**config.mk**
```make
export PLATFORM = sky130hd
export DESIGN_NAME = receiver
export DESIGN_NICKNAME = d
export VERILOG_FILES = /design/src/rtl/receiver.sv
export SDC_FILE = /design/constraint.sdc
export NUM_CORES = 1
export LEC_CHECK = 0
export ABC_CLOCK_PERIOD_IN_PS = 2650
export BUFFER_PORTS_ARGS = -buffer_cell sky130_fd_sc_hd__buf_2
export CORE_ASPECT_RATIO = 1.25
export CORE_MARGIN = 3
export CORE_UTILIZATION = 54
export CTS_CLUSTER_DIAMETER = 40
export DETAILED_ROUTE_END_ITERATION = 16
export PLACE_DENSITY = 0.75
export SLEW_MARGIN = 20
export SYNTH_ARGS = -nofsm -noshare
export SYNTH_HDL_FRONTEND = slang
export SYNTH_SLANG_ARGS = --single-unit
```
**constraint.sdc**
```tcl
create_clock -name clk -period 2.65 [get_ports clk]
set_input_delay 0.265 -clock clk [delete_from_list [all_inputs] [get_ports clk]]
set_output_delay 0.265 -clock clk [all_outputs]
set_load 0.005 [all_outputs]
```
**src/rtl/receiver.sv**
```systemverilog
// receiver: UART receiver (8N1, LSB first) oversampled on clk, with rdy/ack
// handoff and framing/overrun error pulses.
// Optional macro RECEIVER_PARITY_EN: 8E1 framing with a parity-error pulse on perr.
module receiver #(
    parameter int unsigned CLKS_PER_BIT = 16
) (
    input  logic       clk,
    input  logic       clr,
    input  logic       rcv,
    input  logic       ack,
    output logic [7:0] data,
    output logic       rdy,
    output logic       ferr,
    output logic       ovr,
    output logic       perr
);

    localparam int unsigned CNT_W = $clog2(CLKS_PER_BIT);
    localparam logic [CNT_W-1:0] HALF = CNT_W'(CLKS_PER_BIT / 2 - 1);
    localparam logic [CNT_W-1:0] LAST = CNT_W'(CLKS_PER_BIT - 1);

`ifdef RECEIVER_PARITY_EN
    typedef enum logic [2:0] {ST_IDLE, ST_START, ST_DATA, ST_PARITY, ST_STOP, ST_BREAK} state_t;
`else
    typedef enum logic [2:0] {ST_IDLE, ST_START, ST_DATA, ST_STOP, ST_BREAK} state_t;
`endif

    state_t           state;
    state_t           state_d;
    logic             sync1;
    logic             rcv_s;
    logic [CNT_W-1:0] cnt;
    logic [CNT_W-1:0] cnt_d;
    logic [2:0]       idx;
    logic [7:0]       shreg;
    logic             bit_end;
    logic             idx_clr;
    logic             shift_en;
    logic             frame_ok;
    logic             frame_bad;
    logic             done_q;
    logic             bad_q;
`ifdef RECEIVER_PARITY_EN
    logic             par_en;
    logic             par_bit;
`endif

    assign bit_end = (cnt == LAST);

    // Two-flop synchroniser for the asynchronous serial line, idles high
    always_ff @(posedge clk) begin
        if (!clr) begin
            sync1 <= 1'b1;
            rcv_s <= 1'b1;
        end else begin
            sync1 <= rcv;
            rcv_s <= sync1;
        end
    end

    // FSM state register
    always_ff @(posedge clk) begin
        if (!clr) state <= ST_IDLE;
        else      state <= state_d;
    end

    // Next-state logic: start qualification, bit stepping, stop check, break wait
    always_comb begin
        state_d = state;
        case (state)
            ST_IDLE:   if (!rcv_s) state_d = ST_START;
            ST_START:  if (cnt == HALF) state_d = rcv_s ? ST_IDLE : ST_DATA;
`ifdef RECEIVER_PARITY_EN
            ST_DATA:   if (bit_end && idx == 3'd7) state_d = ST_PARITY;
            ST_PARITY: if (bit_end) state_d = ST_STOP;
`else
            ST_DATA:   if (bit_end && idx == 3'd7) state_d = ST_STOP;
`endif
            ST_STOP:   if (bit_end) state_d = rcv_s ? ST_IDLE : ST_BREAK;
            ST_BREAK:  if (rcv_s) state_d = ST_IDLE;
            default:   state_d = ST_IDLE;
        endcase
    end

    // FSM control strobes and bit-counter next value
    always_comb begin
        idx_clr   = 1'b0;
        shift_en  = 1'b0;
        frame_ok  = 1'b0;
        frame_bad = 1'b0;
`ifdef RECEIVER_PARITY_EN
        par_en    = 1'b0;
`endif
        case (state)
            ST_START:  idx_clr = (cnt == HALF) && !rcv_s;
            ST_DATA:   shift_en = bit_end;
`ifdef RECEIVER_PARITY_EN
            ST_PARITY: par_en = bit_end;
`endif
            ST_STOP: begin
                frame_ok  = bit_end && rcv_s;
                frame_bad = bit_end && !rcv_s;
            end
            default: ;
        endcase
        if (state_d != state || bit_end || state == ST_IDLE || state == ST_BREAK)
            cnt_d = '0;
        else
            cnt_d = cnt + CNT_W'(1);
    end

    // Datapath: sampling, stop-result pipeline stage, delivery and error pulses.
    // The stop result is registered once so outputs move the cycle after the stop sample.
    always_ff @(posedge clk) begin
        if (!clr) begin
            cnt    <= '0;
            idx    <= '0;
            shreg  <= '0;
            done_q <= 1'b0;
            bad_q  <= 1'b0;
            data   <= '0;
            rdy    <= 1'b0;
            ferr   <= 1'b0;
            ovr    <= 1'b0;
`ifdef RECEIVER_PARITY_EN
            par_bit <= 1'b0;
            perr    <= 1'b0;
`endif
        end else begin
            cnt <= cnt_d;
            if (idx_clr)       idx <= '0;
            else if (shift_en) idx <= idx + 3'd1;
            if (shift_en) shreg[idx] <= rcv_s;
`ifdef RECEIVER_PARITY_EN
            if (par_en) par_bit <= rcv_s;
            perr <= 1'b0;
`endif
            done_q <= frame_ok;
            bad_q  <= frame_bad;
            ferr   <= bad_q;
            ovr    <= 1'b0;
            if (done_q) begin
                if (!rdy || ack) begin
                    data <= shreg;
                    rdy  <= 1'b1;
`ifdef RECEIVER_PARITY_EN
                    perr <= ^{shreg, par_bit};
`endif
                end else begin
                    ovr <= 1'b1;
                end
            end else if (ack) begin
                rdy <= 1'b0;
            end
        end
    end

`ifndef RECEIVER_PARITY_EN
    assign perr = 1'b0;
`endif

endmodule

```
==> impl_metrics.tcl <==
set metrics [dict create \
    status "finished, final reports clean" \
    die-width_um 51.22 \
    fp.dieArea_um2 3202 \
    timing.rr.end "cnt[1]" \
    critPathKind "flop to flop" \
    post_route_hold_slack_ns 0.1108 \
    holdPathEnd "sync1" \
    route.detailed.wl_per_inst_um 12.96 \
    layout.core_utilization 0.6560 \
    diodes 0 \
    clk_latency_ns 0.33 \
    total_leakage_power_nw 0.6759 \
    gr-total-overflow 0 \
    max-clock-path-buffers 2 \
    grt_setup_unrepaired "no" \
    top_level_ports 16 \
    clkSlewWorstSetupHoldPaths_ns 0.10 \
    synth_sequential_area_ratio 0.4787 \
    crit_fanout 11 \
    yosysUniqueCellTypes 34 \
    number_of_cells_traversed_by_the_worst_register_to_register_path 4 \
    synth-warning-count 0 \
    worst_setup_path_start_kind "flop" \
    drt_iter0_drc 24 \
    numPortBuffers 14 \
    grt_max_degree 18 \
    max_freq_mhz 549.4 \
    layout_worst_path_cycle_share 0.6868 \
    hold_viol 0 \
    hold_class "input pin to flop" \
    cts_hold_buf 0 \
    clock_sinks 33 \
    syn-mean-instance-area_um2 9.651 \
    gr_usage_total 0.1767 \
    die_h_um 62.52 \
    synth_edf_count 0 \
    timing.critical_path.to_type "flop" \
    worst_ir_drop_vdd_v 0.0004351 \
    global_route_wire_length_before_repair_um 4257 \
    dp_hpwl_um 1778 \
    cap_violations 0 \
    timing.hold.worst.start "rcv" \
    syn2layout_area_growth_pct 9.610 \
    reg2reg_setup_slack_ns 0.83 \
    initial_utilization 0.5985 \
    postSynthRegisterBits 33 \
    final_cell_area_um2 1513 \
    cts-htree-levels 2 \
    fin_setup_tns_ns 0 \
    critical_path.startpoint "state[1]" \
    gp_congestion 0.8696 \
    finalSetupViolCount 0 \
    cell_area_after_technology_mapping_um2 1380 \
    post_drt_via_cell_ratio 5.360 \
    numCtsBuffers 5 \
    hold-path-cell-count 2 \
    slew_violations 0 \
    antenna_found_initial 0 \
    place_area_um2 1443 \
    cts_tree "done" \
    drc 0 \
    cts_root_buf "sky130_fd_sc_hd__clkbuf_4" \
    required_ns 2.90 \
    syn-num-nets 150 \
    drt_wl_total_um 2450 \
    via_count_of_the_first_global_routing_pass 978 \
    post_cts.resized_instances 0 \
    dominantRegCellSynth "sky130_fd_sc_hd__dfxtp_1" \
    finalCriticalPeriod_ns 1.820 \
    dr_total_vias 1013 \
    timing.rr.start "state[1]" \
    power.density_cell_area_nw_per_um2 556.2 \
    fp-row-count 19 \
    layout-drive-gt1-share 0.1582 \
    core_area_um2 2306 \
    worstPathArrival_ns 2.07 \
    synth_async_sr_flop_share 0 \
    netlist_instances 143 \
    drt_pre_antenna_iters 4 \
    skew_ns 0.009364 \
    cts.repair_timing.setup_buffer_count 0 \
    fin_nets 164 \
    totalPowerFinal_mw 0.8413 \
    route.antenna.remaining_nets 0 \
]
[per-layer routing]
| layer | part of all wire | track usage | vias up |
|---|---|---|---|
| met5 | 0 | 0 | - |
| met4 | 0.019 | 0.06885 | 0 |
| met3 | 0.047 | 0.06444 | 5 |
| met2 | 0.51 | 0.3032 | 18 |
| met1 | 0.43 | 0.1931 | 471 |
| li1 | - | - | 519 |
[sequential cells by signal, summed over array words and instances, names as in the netlist]
name,flops
bad_q,1
done_q,1
rcv_s,1
state,3
rdy,1
idx,3
ovr,1
data,8
shreg,8
cnt,4
ferr,1
sync1,1
[critical path, cell delays in order (launching register included)]
cell and delay [ns]:
sky130_fd_sc_hd__dfxtp_1 0.45, sky130_fd_sc_hd__or3b_1 0.40, sky130_fd_sc_hd__nor2_2 0.37, sky130_fd_sc_hd__a221oi_1 0.22, sky130_fd_sc_hd__a211oi_1 0.28
[cell families (layout without fill, tap and decap cells)]
family | after synthesis | after routing | share of synthesized area
adders and majority gates | 3 | 3 | 0.02720
buffers and inverters | 11 | 26 | 0.04442
and+or+nand+nor | 63 | 63 | 0.2403
DFF | 33 | 33 | 0.4787
other | 1 | 1 | 0.002717
xor gates and xnor gates | 3 | 3 | 0.01904
AOI/OAI and AO/OA | 12 | 12 | 0.06437
muxes | 17 | 17 | 0.1233
[worst max path at each step]
stage | endpoint | slack (ns) | depth (start not counted)
after floorplan | state[2] | 1.15 | 4
after global placement | cnt[1] | 0.96 | 4
final | cnt[1] | 0.83 | 4
after global routing | cnt[1] | 0.66 | 4
after CTS | cnt[1] | 0.81 | 4
after detailed placement | cnt[1] | 0.83 | 4
[cell usage after synthesis (4+ instances only)]
library cell / number / area share
sky130_fd_sc_hd__nand2_1: 13 / 0.035
sky130_fd_sc_hd__mux2i_1: 17 / 0.12
sky130_fd_sc_hd__nand2b_1: 5 / 0.023
sky130_fd_sc_hd__dfxtp_1: 33 / 0.48
sky130_fd_sc_hd__nor2_1: 22 / 0.060
sky130_fd_sc_hd__inv_1: 4 / 0.011
sky130_fd_sc_hd__nand3_1: 5 / 0.018
[power by group]
group	switching (mW)	total (mW)	leakage (nW)	internal [mW]
combinational	0.0154	0.0221	0.368	0.00667
clock	0.164	0.317	0.0413	0.154
sequential	0.00364	0.502	0.266	0.498
[placed cells by master, fill, tap and decap left out, drive strengths merged, types with 2 or more instances in the layout]
cell type  Yosys  final
nand4b         3      3
ha             3      3
inv            4      4
nor4b          2      2
xnor2          3      3
clkbuf         3      7
o21ai          3      3
mux2i         17     17
nand2         13     13
nor2          23     23
nand3          5      5
buf            4     14
dfxtp         33     33
nand2b         5      5
and3           2      2
and2           2      2
a211oi         3      3
and4bb         2      2
[through the flow]
stage / cells / worst slack, ns
global placement: 181 / 0.9554
floorplan: 143 / 1.153
global route: 189 / 0.6601
CTS: 189 / 0.8071
detailed placement: 181 / 0.8282
finish: 189 / 0.8299
[area by class of cell]
type                    count  area (um^2)
repair buffers             14        70.07
multi-input cells          99        658.1
well taps                  31        38.79
inverters                   4        15.01
fillers                   209        793.3
clock inverters             1        5.005
flip-flops and latches     33        660.6
clock buffers               7        65.06
(Power assumes the default switching activity.)
